<file path="src/rtl/imem_loader_pkg.sv">
// Shared types and constants for the instruction-memory loader.
package imem_loader_pkg;

  localparam int unsigned BYTES_PER_WORD      = 4;
  localparam int unsigned DEFAULT_DEPTH_WORDS = 64;

  typedef enum logic [1:0] {
    ST_IDLE,
    ST_RECV,
    ST_WRITE,
    ST_DONE
  } state_e;

  // A session is only accepted for 1..depth words.
  function automatic logic count_ok(input logic [15:0] wc, input int unsigned depth);
    return (wc != '0) && (32'(wc) <= depth);
  endfunction

endpackage

</file>
<file path="src/rtl/imem_loader_if.sv">
// Byte-stream input and instruction-memory write bus of the loader.
interface imem_loader_if;

  logic        byte_valid;
  logic [7:0]  byte_data;
  logic        byte_ready;
  logic        mem_we;
  logic [31:0] mem_addr;
  logic [31:0] mem_wdata;

  modport master (
    input  byte_valid, byte_data,
    output byte_ready, mem_we, mem_addr, mem_wdata
  );

  modport slave (
    output byte_valid, byte_data,
    input  byte_ready, mem_we, mem_addr, mem_wdata
  );

endinterface

</file>
<file path="src/rtl/byte_packer.sv">
// Assembles four little-endian bytes into a 32-bit word; last_o flags the 4th byte.
module byte_packer
  import imem_loader_pkg::*;
(
  input  logic        clk,
  input  logic        rst,
  input  logic        clear,
  input  logic        load,
  input  logic [7:0]  byte_i,
  output logic [31:0] word_o,
  output logic        last_o
);

  logic [31:0] word_q, word_d;
  logic [1:0]  idx_q, idx_d;

  // Shifting right lands the first byte in bits [7:0] once the word is complete.
  always_comb begin
    word_d = word_q;
    idx_d  = idx_q;
    if (clear) begin
      word_d = '0;
      idx_d  = '0;
    end else if (load) begin
      word_d = {byte_i, word_q[31:8]};
      idx_d  = idx_q + 2'd1;
    end
  end

  always_ff @(posedge clk) begin
    if (rst) begin
      word_q <= '0;
      idx_q  <= '0;
    end else begin
      word_q <= word_d;
      idx_q  <= idx_d;
    end
  end

  assign word_o = word_q;
  assign last_o = load && !clear && (idx_q == 2'(BYTES_PER_WORD - 1));

endmodule

</file>
<file path="src/rtl/imem_loader.sv">
// Streams program bytes into instruction memory, one 32-bit word write per 4 bytes.
module imem_loader
  import imem_loader_pkg::*;
#(
  parameter int unsigned DEPTH_WORDS = DEFAULT_DEPTH_WORDS,
  parameter logic [31:0] BASE_ADDR   = 32'h0000_0000
) (
  input  logic          clk,
  input  logic          rst,
  input  logic          start,
  input  logic [15:0]   word_count,
  input  logic          abort,
  imem_loader_if.master bus,
  output logic          busy,
  output logic          done,
  output logic          error
);

  state_e      state_q;
  logic [15:0] remain_q;
  logic [31:0] addr_q;
  logic        ready_q, we_q, busy_q, done_q, error_q;

  logic        accept, abort_act, take, last;
  logic [31:0] word;

  assign accept    = (state_q == ST_IDLE) && start && count_ok(word_count, DEPTH_WORDS);
  assign abort_act = abort && ((state_q == ST_RECV) || (state_q == ST_WRITE));

  // Abort masks the registered strobes combinationally so it wins in its own cycle.
  assign bus.byte_ready = ready_q && !abort_act;
  assign bus.mem_we     = we_q && !abort_act;
  assign take           = bus.byte_valid && bus.byte_ready;

  byte_packer u_packer (
    .clk    (clk),
    .rst    (rst),
    .clear  (accept),
    .load   (take),
    .byte_i (bus.byte_data),
    .word_o (word),
    .last_o (last)
  );

  always_ff @(posedge clk) begin
    if (rst) begin
      state_q  <= ST_IDLE;
      remain_q <= '0;
      addr_q   <= '0;
      ready_q  <= 1'b0;
      we_q     <= 1'b0;
      busy_q   <= 1'b0;
      done_q   <= 1'b0;
      error_q  <= 1'b0;
    end else begin
      done_q  <= 1'b0;
      error_q <= 1'b0;
      case (state_q)
        ST_IDLE: begin
          if (accept) begin
            state_q  <= ST_RECV;
            remain_q <= word_count;
            addr_q   <= BASE_ADDR;
            ready_q  <= 1'b1;
            busy_q   <= 1'b1;
          end else if (start) begin
            error_q <= 1'b1;
          end
        end
        ST_RECV: begin
          if (abort) begin
            state_q <= ST_IDLE;
            ready_q <= 1'b0;
            busy_q  <= 1'b0;
            error_q <= 1'b1;
          end else if (last) begin
            state_q <= ST_WRITE;
            ready_q <= 1'b0;
            we_q    <= 1'b1;
          end
        end
        ST_WRITE: begin
          we_q <= 1'b0;
          if (abort) begin
            state_q <= ST_IDLE;
            busy_q  <= 1'b0;
            error_q <= 1'b1;
          end else if (remain_q > 16'd1) begin
            // Address only advances when another word follows, so it never passes the last slot.
            state_q  <= ST_RECV;
            remain_q <= remain_q - 16'd1;
            addr_q   <= addr_q + 32'd4;
            ready_q  <= 1'b1;
          end else begin
            state_q  <= ST_DONE;
            remain_q <= '0;
            done_q   <= 1'b1;
          end
        end
        ST_DONE: begin
          state_q <= ST_IDLE;
          busy_q  <= 1'b0;
        end
        default: state_q <= ST_IDLE;
      endcase
    end
  end

  assign bus.mem_addr  = addr_q;
  assign bus.mem_wdata = word;
  assign busy          = busy_q;
  assign done          = done_q;
  assign error         = error_q;

endmodule

</file>
<file path="src/flat_wrapper.sv">
// flat-port wrapper written by rule: the top's interface ports become plain ports
module imem_loader_flat import imem_loader_pkg::*;
#(
  parameter int unsigned DEPTH_WORDS = DEFAULT_DEPTH_WORDS,
  parameter logic [31:0] BASE_ADDR   = 32'h0000_0000
)
  (clk, rst, start, word_count, abort, busy, done, error, bus_byte_valid, bus_byte_data, bus_byte_ready, bus_mem_we, bus_mem_addr, bus_mem_wdata);
  imem_loader_if bus_i ();
  input  logic clk;
  input  logic rst;
  input  logic start;
  input  logic [15:0] word_count;
  input  logic abort;
  output logic busy;
  output logic done;
  output logic error;
  input wire logic [$bits(bus_i.byte_valid)-1:0] bus_byte_valid;
  input wire logic [$bits(bus_i.byte_data)-1:0] bus_byte_data;
  output wire logic [$bits(bus_i.byte_ready)-1:0] bus_byte_ready;
  output wire logic [$bits(bus_i.mem_we)-1:0] bus_mem_we;
  output wire logic [$bits(bus_i.mem_addr)-1:0] bus_mem_addr;
  output wire logic [$bits(bus_i.mem_wdata)-1:0] bus_mem_wdata;
  assign bus_i.byte_valid = bus_byte_valid;
  assign bus_i.byte_data = bus_byte_data;
  assign bus_byte_ready = bus_i.byte_ready;
  assign bus_mem_we = bus_i.mem_we;
  assign bus_mem_addr = bus_i.mem_addr;
  assign bus_mem_wdata = bus_i.mem_wdata;
  imem_loader #(.DEPTH_WORDS(DEPTH_WORDS), .BASE_ADDR(BASE_ADDR)) u_core (.clk(clk), .rst(rst), .start(start), .word_count(word_count), .abort(abort), .bus(bus_i), .busy(busy), .done(done), .error(error));
endmodule
</file>
<file path="config.mk">
export PLATFORM = sky130hd
export DESIGN_NAME = imem_loader_flat
export DESIGN_NICKNAME = d
export VERILOG_FILES = /design/src/rtl/imem_loader_pkg.sv /design/src/rtl/imem_loader_if.sv /design/src/rtl/byte_packer.sv /design/src/rtl/imem_loader.sv /design/src/flat_wrapper.sv
export SDC_FILE = /design/constraint.sdc
export NUM_CORES = 1
export LEC_CHECK = 0
export CAP_MARGIN = 20
export CORE_ASPECT_RATIO = 0.9
export CORE_MARGIN = 1.5
export CORE_UTILIZATION = 27
export CTS_BUF_LIST = sky130_fd_sc_hd__clkbuf_16
export DETAILED_ROUTE_END_ITERATION = 7
export PLACE_DENSITY = 0.57
export SETUP_SLACK_MARGIN = 0.2
export SKIP_LAST_GASP = 1
export SLEW_MARGIN = 20
export SYNTH_ARGS = -nofsm -noshare
export SYNTH_HDL_FRONTEND = slang
export SYNTH_SLANG_ARGS = --single-unit
</file>
<file path="constraint.sdc">
create_clock -name clk -period 8.05 [get_ports clk]
set_clock_uncertainty 0.05 [all_clocks]
set_input_delay 1.61 -clock clk [delete_from_list [all_inputs] [get_ports clk]]
set_output_delay 1.61 -clock clk [all_outputs]
set_load 0.005 [all_outputs]
</file>
== Word-level counts from Yosys, hierarchy flattened ==
Cells that the tools add are included.
Storage, ports and cells
  register bits: 89
  bits of input ports: 29
  output and inout port bits: 69
Cells by class
  add/sub/neg operators: 3
  $lt $le $gt $ge: 2
  equality and inequality tests: 11
  muxes and demuxes: 30
  bitwise gates (word level): 1
  reduce and logical (&&, ||, !) cells: 26
Operators with widths (number)
  $mux W32: 3
  $pmux W32 S2: 1
  $mux W16: 3
  $add A32 B3 Y32 const B: 1
  $pmux W16 S2: 1
  $gt A16 B1 Y1 const B: 1
  $le A16 B7 Y1 const B: 1
  $reduce_bool A16 Y1: 1
  $sub A16 B1 Y16 const B: 1
  $mux W1: 12
  $mux W2: 5
  $logic_and A1 B1 Y1: 9
  $ne A2 B2 Y1 const B: 4
  $pmux W2 S4: 1
  $eq A2 B2 Y1 const B: 3
  $pmux W1 S3: 2
  $reduce_and A3 Y1: 2
  $reduce_and A5 Y1: 1
  $ne A2 B1 Y1 const B: 2
  $pmux W1 S2: 2
  $reduce_and A2 Y1: 2
  $reduce_and A4 Y1: 1
  $reduce_bool A2 Y1: 2
  $reduce_or A2 Y1: 2
  other kinds (9): 10

== Longest topological paths before layout ==
Gate-level depths: netlist of the first run.
  depth in word-level cells: 11
  gate-level depth with buffers: 10
  depth with buffers taken out: 7

== Cells and area by module ==
Synthesis of the first run repeated with hierarchy kept, for this count alone.
Second synthesis, totals
  cell total of the unflattened synthesis: 498
  area, all modules: 4284.1 µm²
Modules (own cells, without submodules)
  imem_loader: instances 1, cells each 385, area an instance 3007.9 µm², sequential area each 1061.0 µm²
  byte_packer: instances 1, cells each 113, area an instance 1276.2 µm², sequential area each 680.7 µm²

== Worst setup path after synthesis of the first run ==
OpenSTA, ideal clock, no wires.
  path kind: input port to flip-flop
  from: in word_count[1]
  to: reg u_core.ready_q
  arrival time: 3520 ps
  required time: 7877 ps
  slack: 4357 ps
  stages: 5
  path buffers: 0
  cells stage by stage: or4_4 > o31a_4 > o41a_1 > a2111oi_2 > mux2_1
Between the ends
  longest elaborated chain between the ends: 8
  elaborated cells on any way between the ends: 10
  those cells by class: order compare (1); eq/ne (2); reduce/logical (7)
Ends and longest elaborated chain
  start: declaration: line flat_wrapper.sv:12  | input logic [15:0] word_count;
  $le A16 B7 Y1 or $reduce_bool A16 Y1 (tied branches): line imem_loader_pkg.sv:16  | return (wc != '0) && (32'(wc) <= depth);
  $logic_and A1 B1 Y1 *: line imem_loader_pkg.sv:16
  $logic_and A1 B1 Y1 *: line imem_loader.sv:27  | assign accept = (state_q == ST_IDLE) && start && count_ok(word_count, DEPTH_WORDS);
  $logic_not A1 Y1: line byte_packer.sv:41  | assign last_o = load && !clear && (idx_q == 2'(BYTES_PER_WORD - 1));
  $logic_and A1 B1 Y1 (2 in series): line byte_packer.sv:41
  $ne A3 B2 Y1 (no source line)
  $reduce_and A5 Y1 (no source line) *
  end signal: assignment: line imem_loader.sv:50  | ready_q <= 1'b0;
  end signal: assignment: line imem_loader.sv:64  | ready_q <= 1'b1;
  end signal: assignment: line imem_loader.sv:73  | ready_q <= 1'b0;
  end: declaration: line imem_loader.sv:22  | logic ready_q, we_q, busy_q, done_q, error_q;
Every way passes the cells marked *; elsewhere a longest branch is shown, timed or not.
A chain may end at the register's enable or synchronous reset.

== Worst setup path in the final report of the first run ==
  from: in abort
  to: out bus_byte_ready
Between the ends
  longest elaborated chain between the ends: 3
Ends and longest elaborated chain
  start: declaration: line flat_wrapper.sv:13  | input logic abort;
  $logic_and A1 B1 Y1: line imem_loader.sv:28  | assign abort_act = abort && ((state_q == ST_RECV) || (state_q == ST_WRITE));
  $logic_not A1 Y1: line imem_loader.sv:31  | assign bus.byte_ready = ready_q && !abort_act;
  $logic_and A1 B1 Y1: line imem_loader.sv:31
  end: declaration: line flat_wrapper.sv:19  | output wire logic [$bits(bus_i.byte_ready)-1:0] bus_byte_ready;
Every way passes these cells.

==> summary.txt, run 1 <==
Finish
  – Synth-to-layout area growth: 29.77%
  – Fin nets: between 600 and 700
  – # diodes: 0
  – Final Util: 36.19%
  – Finished Cell Area: ~6200 um^2
  – Share of cells above drive strength 1: 8.524%

Route
  – Routed length per instance: between 15 and 20 um
  – Vias: between 4000 and 5000
  – TritonRoute pass-1 iters: 5
  – Post-DRT Antenna Nets: 0
  – Residual DRC: 0
  – 1st-iter DRT viols: approximately 420
  – Drt total wl: around 14000 um
  – Vias per cell: about 5.1

Yosys
  – Avg Inst Size Synth: 8.176 um^2
  – Count of different cell masters after synthesis: 59
  – Syn. warnings: 0
  – Asr flop ratio synth: 0%
  – Register area share after synthesis: between 30 and 40%
  – Number of synthesized flops with an enable pin: 0
  – Prevailing post-synth register cell: dfxtp_1
  – Flops & latches, synth: 87
  – Mapped cell area: approximately 4800 um^2
  – Mapped Cells: just under 600

STA
  – Fin crit share: 59.37%
  – Final hold viol count: 0
  – Relative slew slack: between 20% and 30%
  – Final count of negative-setup-slack endpoints: 0
  – Max Slew Vio Count: 0
  – RSZ-0062 raised after global routing: no
  – Fmax: between 200 and 250 MHz
  – Tmin final: between 4 and 5 ns
  – Worst slew pin tran: ~1.0 ns
  – Hold slack: approximately 0.4 ns
  – Setup_tns: 0 ns

Placed design
  – DP Area: approximately 6000 um^2
  – PortBufs: 95
  – Dpl hpwl: roughly 9400 um
  – GPL Wtd Cong: between 0.8 and 0.9

Floorplan
  – Core area: ~17000 um^2
  – Die Width: around 140 um
  – Die Y: ~130 um
  – Total die area: approximately 18000 um^2
  – I/O pin cnt: roughly 100
  – # rows: between 40 and 50
  – Initial core utilization: between 20% and 30%

Clock network
  – Deepest clock path buffer count: 2
  – CTS Hold Buffers Added: 0
  – Setup Buffers After CTS: 0
  – PostCTS Resize Cnt: 0
  – Clk_lat worst skew: ~0.36 ns
  – Root Driver: clkbuf_16
  – Total CTS buffers: 9
  – CTS tree: done
  – H-tree Lvls: 3
  – Register clock-pin slew on the reported worst setup and hold paths: ~0.070 ns
  – Clock sink count: 87

Global routing
  – Met3 Usage GRT: between 5 and 6%
  – Gr busiest metal: met2
  – First-pass GRT wire length: about 22000 um
  – Total GRT Usage: ~15%
  – Total gr overflow: 0
  – M2 GR Usage: approximately 23%
  – Number of global-route vias before repair: between 4000 and 5000
  – Antenna violations before repair: 0
  – Met1 Track Usage GR: 20.45%
  – Largest net degree at the start of global routing: 57

Setup path
  – Critical path peak fanout: 11
  – Critical Path Source Type: primary input
  – FF-to-FF path depth: 6
  – Kind of critical path: primary input to primary output
  – CP Capture Type: primary output
  – Worst path required time: 6.39 ns
  – Critical Path AT: ~3.1 ns

Flow run
  – Max-Cap Viols: 0

Pwr
  – Pwr/cell area: approximately 150 nW/um^2
  – VDD IR-drop max: roughly 110 uV
  – LEAKAGE: approximately 1.9 nW

Run status
  – Status: completed

Worst hold path
  – WHS Path Cells: 2
  – Hold Path Class: flop to flop
## routing by layer
layer / routed length, um / vias up / share of wire, %
met5: 0 / - / 0
met4: 155 / 0 / 1.1
met3: 1138 / 15 / 8.2
met2: 6028 / 147 / 44
met1: 6522 / 2153 / 47
li1: - / 2256 / -
## synthesized netlist by cell type, drive strengths merged, types with 2 or more instances
master / n / area, um^2
a2111oi: 16 / 241.5
a211oi: 33 / 247.7
a21oi: 39 / 195.2
a221oi: 2 / 17.52
a22oi: 2 / 15.01
a31oi: 5 / 31.28
a32oi: 2 / 17.52
and2: 4 / 25.02
and3: 5 / 31.28
buf: 14 / 81.32
clkbuf: 28 / 105.1
dfxtp: 87 / 1742
ha: 8 / 100.1
inv: 15 / 56.30
mux2i: 29 / 290.3
nand2: 132 / 495.5
nand2b: 29 / 181.4
nand3: 23 / 115.1
nand4: 17 / 106.4
nand4b: 2 / 17.52
nor2: 15 / 56.30
nor2b: 5 / 31.28
nor3: 13 / 65.06
nor4: 6 / 80.07
o21ai: 3 / 15.01
o22ai: 2 / 12.51
o311ai: 2 / 17.52
o31a: 2 / 26.28
o31ai: 3 / 27.52
o32ai: 9 / 78.83
o41a: 2 / 22.52
o41ai: 2 / 17.52
or2: 7 / 43.80
or3: 3 / 18.77
or4: 5 / 45.04
## cells in the final DEF (no fill, tap or decap), types with 14 or more instances in the layout
| cell | Yosys | final |
|---|---|---|
| mux2i_1 | 29 | 29 |
| clkdlybuf4s50_1 | 0 | 95 |
| nand4_1 | 17 | 17 |
| a211oi_1 | 33 | 33 |
| nand2_1 | 132 | 130 |
| inv_1 | 14 | 14 |
| nand3_1 | 23 | 23 |
| nor2_1 | 15 | 15 |
| dfxtp_1 | 87 | 87 |
| a21oi_1 | 39 | 39 |
| nand2b_1 | 29 | 29 |
## cell families (layout without fill, tap and decap cells)
logic type      count (synthesis)  in the layout  synth area share (%)
buf+inv                        58            132                 5.180
fa+ha+maj                       8              8                 2.104
mux                            30             30                 6.337
simple gates                  267            267                 27.79
flops                          87             87                 36.60
other cells                     1              2               0.07881
xor+xnor                        1              1                0.1841
compound gates                130            130                 21.72
## where the power goes
group | leakage, nW | internal (mW) | switching [mW] | total, mW
Sequential | 0.701 | 0.433 | 0.00199 | 0.435
Combinational | 1.10 | 0.0272 | 0.0345 | 0.0617
Clock | 0.148 | 0.220 | 0.205 | 0.426
## path summary, 6_finish.rpt
path	from	endpoint	slack, ns
worst min register to register	u_core.u_packer.word_o[2]	u_core.u_packer.word_o[2]	0.41
worst max register to register	u_core.bus.mem_addr[2]	u_core.bus.mem_addr[24]	5.27
worst max-delay path	abort	bus_byte_ready	3.27
worst min-delay path	u_core.u_packer.word_o[2]	u_core.u_packer.word_o[2]	0.41
## worst max-delay path, stage by stage
cell,delay [ns]
clkdlybuf4s50_1,0.69
nand2_1,0.16
and2_1,0.21
clkdlybuf4s50_1,0.45
## layout make-up
class	count	area (um^2)
fill	1761	10890
multi-input combinational	438	2791
sequential	87	1742
timing repair buffer	100	988.4
tap	235	294.0
clock buffer	9	225.2
clock inverter	7	73.82
inverter	16	60.06
## per-stage QoR
step	setup WS (ns)	instances	power, mW
floorplan	4.357	583	0.4783
global placement	3.324	876	0.5053
detailed placement	3.294	876	0.5065
CTS	3.280	892	0.9361
global route	3.182	892	0.9596
finish	3.271	892	0.9225
## sequential cells by signal, summed over array words and instances (netlist names)
register,cells
u_core.error,1
u_core.we_q,1
u_core.state_q,2
u_core.ready_q,1
u_core.bus.mem_addr,30
u_core.busy,1
u_core.u_packer.idx_q,2
u_core.u_packer.word_o,32
u_core.done,1
u_core.remain_q,16
Power figures use the tool's default switching activity.
==> run 2, diff against run 1 <==
==> constraint.sdc (replaced) <==
create_clock -name clk -period 4.9 [get_ports clk]
set_clock_uncertainty 0.05 [all_clocks]
set_input_delay 0.98 -clock clk [delete_from_list [all_inputs] [get_ports clk]]
set_output_delay 0.98 -clock clk [all_outputs]
set_load 0.005 [all_outputs]
==> run 2 against run 1 <==
Hold slack gained 0.0015 ns. Routed wire length grew 0.28%. Final cell count grew 0.45%. Worst setup slack lost 2.0 ns. Critical endpoint is now u_core.bus.mem_addr[24]. Largest power group unchanged. Highest routed layer unchanged.
==> summary.txt, run 2 (synthesized netlist as in run 1, its figures left out) <==
Run status
  – Status: completed

Setup path
  – Critical Path Source Type: primary input
  – Crit-path cells: clkdlybuf4s50_1 -> or4_4 -> o31a_4 -> o31a_2 -> buf_4 -> a2111oi_2 -> mux2i_1
  – FF-to-FF path depth: 8
  – RR Endpoint: u_core.bus.mem_addr[24]
  – Slowest cell on crit path: o31a_2
  – Setup slack, reg-to-reg: 2.11 ns
  – CP max stage delay: 0.62 ns
  – Worst path required time: between 5 and 6 ns
  – CP Capture Type: flop
  – Kind of critical path: primary input to flop
  – R2R Path Start: u_core.state_q[0]
  – Critical Path AT: roughly 3.8 ns
  – Critical path peak fanout: 36

Clock network
  – CTS Hold Buffers Added: 0
  – Clk_lat worst skew: 0.34 ns
  – CTS tree: done
  – H-tree Lvls: 3
  – PostCTS Resize Cnt: 0
  – Register clock-pin slew on the reported worst setup and hold paths: about 0.070 ns
  – Setup Buffers After CTS: 0
  – Clock sink count: 87
  – Deepest clock path buffer count: 2
  – Total CTS buffers: 9
  – Root Driver: clkbuf_16

Route
  – Residual DRC: 0
  – Vias: around 4600
  – Drt total wl: ~14000 um
  – TritonRoute pass-1 iters: 5
  – Post-DRT Antenna Nets: 0
  – 1st-iter DRT viols: 375
  – Vias per cell: approximately 5.2
  – Routed length per instance: ~15 um

Pwr
  – VDD IR-drop max: 182.8 uV
  – Pwr/cell area: 243.8 nW/um^2
  – LEAKAGE: roughly 2.0 nW
  – Power Total: 1.509 mW

STA
  – RSZ-0062 raised after global routing: no
  – Setup_tns: 0 ns
  – Fin crit share: 73.44%
  – Fmax: about 280 MHz
  – Final count of negative-setup-slack endpoints: 0
  – Relative slew slack: about a third
  – Worst slew pin tran: roughly 1 ns
  – Tmin final: about 3.6 ns
  – Final hold viol count: 0
  – Max Slew Vio Count: 0

Global routing
  – Antenna violations before repair: 0
  – Total gr overflow: 0
  – Total GRT Usage: 14.99%
  – First-pass GRT wire length: ~22000 um
  – Number of global-route vias before repair: 4276
  – Largest net degree at the start of global routing: between 50 and 60

Finish
  – Max reg flops: 32
  – Synth-to-layout area growth: 30.13%
  – # diodes: 0
  – Share of cells above drive strength 1: under 10%
  – Most common cell after layout, fill and taps aside: nand2_1
  – Most frequent cells in the layout: nand2_1 (131), clkdlybuf4s50_1 (95), dfxtp_1 (87)
  – Fin nets: 693

Worst hold path
  – Hold Path Class: flop to flop
  – Min-Delay Endpoint: u_core.u_packer.word_o[7]
  – Hold path start: u_core.u_packer.word_o[7]
  – WHS Path Cells: 2

Placed design
  – GPL Wtd Cong: between 0.8 and 0.9
  – Dpl hpwl: approximately 9500 um
  – PortBufs: 95

Floorplan
  – Core area: between 15000 and 20000 um^2
  – I/O pin cnt: 98
  – Die Width: ~140 um
  – # rows: 45
  – Die Y: 128.9 um
  – Initial core utilization: between 20% and 30%
  – Total die area: between 15000 and 20000 um^2

Flow run
  – Max-Cap Viols: 0
run 2: cell count changes in the layout (fill, tap and decap cells not counted), sizes merged:
cell	delta
buf	+4
inv	-4
clkinvlp	+2
bufinv	+1
clkinv	+1
run 2: layout make-up:
type | count | area (um^2)
Clock inverter | 7 | 71.32
Fill cell | 1754 | 10870
Inverter | 16 | 60.06
Timing Repair Buffer | 104 | 1018
Tap cell | 235 | 294.0
Sequential cell | 87 | 1742
Clock buffer | 9 | 225.2
Multi-Input combinational cell | 438 | 2781
run 2: where the power goes:
group	leakage, nW	internal (mW)	switching, mW
combinational	1.11	0.0457	0.0559
sequential	0.701	0.712	0.00335
clock	0.139	0.395	0.297
run 2: routing by layer:
layer	GRT usage (%)	up-vias	share of wire, %
met3	5.136	22	8.7
met1	19.84	2193	46
li1	-	2262	-
met5	0	-	0
met2	22.51	171	43
met4	5.579	0	1.7
run 2: through the flow:
stage | util (%) | std cells | cell area, um^2 | worst slack, ns | hold WS [ns]
floorplan | - | 583 | 4762 | 1.837 | 0.3898
global placement | 34.54 | 880 | 5893 | 0.9911 | 0.3944
detailed placement | 34.54 | 880 | 5893 | 0.9491 | 0.4047
CTS | 36.28 | 896 | 6190 | 1.311 | 0.4128
global route | 36.30 | 896 | 6192 | 1.167 | 0.4267
finish | 36.30 | 896 | 6192 | 1.301 | 0.4122
run 2: critical path, delay by kind of cell:
family                 cells  cell delay [ns]
AOI/OAI and AO/OA          3             1.27
buffers and inverters      2             0.76
and+or+nand+nor            1             0.58
muxes                      1             0.22
run 2: how the worst max path moves through the flow:
stage          depth (start not counted)  slack [ns]     startpoint                      end
6_report                               7        1.30  word_count[1]  u_core.bus.mem_addr[24]
5_1_grt                                7        1.17  word_count[1]  u_core.bus.mem_addr[24]
4_1_cts                                4        1.31          abort           bus_byte_ready
3_5_place_dp                           7        0.95  word_count[1]  u_core.bus.mem_addr[24]
3_3_place_gp                           7        0.99  word_count[1]  u_core.bus.mem_addr[24]
2_1_floorplan                          5        1.84  word_count[1]           u_core.ready_q
==> run 3, diff against run 2 <==
==> constraint.sdc (replaced) <==
create_clock -name clk -period 3.6 [get_ports clk]
set_clock_uncertainty 0.05 [all_clocks]
set_input_delay 0.72 -clock clk [delete_from_list [all_inputs] [get_ports clk]]
set_output_delay 0.72 -clock clk [all_outputs]
set_load 0.005 [all_outputs]
==> run 3 against run 2 <==
Power is 38% higher. Sequential power increased by 36%. Clock-buffer cell count stayed put. Routed wire length rose by 3.0%. Critical path depth is the same. Hold slack worse by 0.0082 ns. Worst setup slack worse by 0.81 ns. Sequential share of layout area is 0.58 points lower. Utilization is 0.76 points higher. Final cell count up 1.3%. Largest power group unchanged.
==> summary.txt, run 3 (synthesized netlist as in run 1, its figures left out) <==
Setup path
  – CP Capture Type: flop
  – Crit path from: word_count[1]
  – R2R Path Start: u_core.remain_q[6]
  – CP max stage delay: ~0.58 ns
  – Crit-path cells: clkdlybuf4s50_1 -> or4_4 -> o31a_4 -> o31a_2 -> buf_12 -> a211oi_1 -> mux2i_1
  – Critical Path Source Type: primary input
  – Slowest cell on crit path: or4_4
  – Worst path required time: around 3.8 ns
  – Crit path max-delay family: compound AO/OA/AOI/OAI gates
  – Worst path bufs/invs: 2
  – Kind of critical path: primary input to flop
  – Critical Path AT: between 3 and 4 ns
  – Critical path peak fanout: 15

Clock network
  – CTS Hold Buffers Added: 0
  – H-tree Lvls: 3
  – Deepest clock path buffer count: 2
  – Setup Buffers After CTS: 0
  – Total CTS buffers: 9
  – Register clock-pin slew on the reported worst setup and hold paths: 0.07 ns
  – Clock sink count: 87
  – Clk_lat worst skew: around 0.36 ns
  – Root Driver: clkbuf_16
  – CTS tree: done
  – PostCTS Resize Cnt: 0

Global routing
  – Number of global-route vias before repair: 4485
  – Antenna violations before repair: 0
  – Largest net degree at the start of global routing: 57
  – Total GRT Usage: approximately 16%
  – First-pass GRT wire length: approximately 23000 um
  – Total gr overflow: 0

STA
  – Setup_tns: 0 ns
  – Final hold viol count: 0
  – Tmin final: about 3.1 ns
  – Max Slew Vio Count: 0
  – Worst slew pin tran: 0.6913 ns
  – Relative slew slack: a little over half
  – Final count of negative-setup-slack endpoints: 0
  – RSZ-0062 raised after global routing: no
  – Fin crit share: between 80% and 90%
  – Fmax: 321.3 MHz

Finish
  – Most frequent cells in the layout: nand2_1 (132), clkdlybuf4s50_1 (95), dfxtp_1 (87)
  – Max reg flops: 32
  – Fillcell total: ~1700
  – Fin nets: 705
  – Final Util: around 37%
  – Share of cells above drive strength 1: 10.40%
  – Most common cell after layout, fill and taps aside: nand2_1
  – Synth-to-layout area growth: 32.87%
  – # diodes: 0

Pwr
  – LEAKAGE: approximately 2.0 nW
  – VDD IR-drop max: between 200 and 300 uV
  – Pwr/cell area: between 300 and 400 nW/um^2

Route
  – Residual DRC: 0
  – Vias: approximately 4700
  – Post-DRT Antenna Nets: 0
  – Routed length per instance: roughly 16 um
  – 1st-iter DRT viols: ~360
  – TritonRoute pass-1 iters: 5
  – Drt total wl: 14310 um
  – Vias per cell: 5.160

Run status
  – Status: completed

Worst hold path
  – Hold path start: u_core.u_packer.word_o[4]
  – Hold Path Class: flop to flop

Floorplan
  – Die Width: around 140 um
  – Die Y: between 100 and 150 um
  – Core area: around 17000 um^2
  – Initial core utilization: between 20 and 30%
  – # rows: between 40 and 50
  – Total die area: about 18000 um^2
  – I/O pin cnt: 98

Placed design
  – GPL Wtd Cong: 0.8584
  – PortBufs: 95
  – Dpl hpwl: approximately 9900 um

Flow run
  – Max-Cap Viols: 0
[run 3: cell count changes in the layout (fill, tap and decap cells not counted), sizes merged]
cell	delta
buf	+12
clkinv	-2
inv	+2
[run 3: per-stage QoR]
step	worst slack (ns)	total power [mW]	hold slack (ns)	instances	area (um^2)
CTS	0.4950	2.120	0.4073	908	6322
finish	0.4877	2.089	0.4041	908	6322
global placement	0.1877	1.136	0.3938	892	6021
detailed placement	0.1326	1.137	0.4012	892	6021
floorplan	0.7971	1.069	0.3898	583	4762
global route	0.4352	2.174	0.4278	908	6322
[run 3: worst paths after layout]
check	slack [ns]	to	cells past startpoint
worst max-delay path	0.49	u_core.bus.mem_addr[19]	7
worst min-delay path	0.40	u_core.u_packer.word_o[4]	2
worst max register to register	0.73	u_core.bus.mem_addr[31]	6
worst min register to register	0.40	u_core.u_packer.word_o[4]	2
[run 3: routing by layer]
metal,vias to the layer above,wire length (um),global-route usage [%]
met5,-,0,0
met4,0,224,5.822
met3,16,1148,5.061
met2,169,6440,24.44
met1,2219,6491,20.20
li1,2281,-,-
[run 3: layout make-up]
class	count	area [um^2]	share of cell area, %
Sequential cell	87	1742	27.55
Timing Repair Buffer	116	1146	18.13
Clock inverter	7	76.32	1.207
Tap cell	235	294.0	4.651
Inverter	16	60.06	0.9499
Multi-Input combinational cell	438	2779	43.95
Clock buffer	9	225.2	3.562
[run 3: worst reg2reg max path, delay by kind of cell, from the launching register on]
kind	cells	cell delay (ns)
simple gates	2	1.19
compound gates	2	0.65
flops	1	0.35
buf+inv	1	0.34
mux	1	0.15
[run 3: where the power goes]
group | internal (mW) | leakage (nW) | total [mW] | switching [mW]
combinational | 0.0649 | 1.19 | 0.142 | 0.0771
sequential | 0.969 | 0.701 | 0.974 | 0.00488
clock | 0.544 | 0.143 | 0.973 | 0.429
total | 1.58 | 2.03 | 2.09 | 0.511
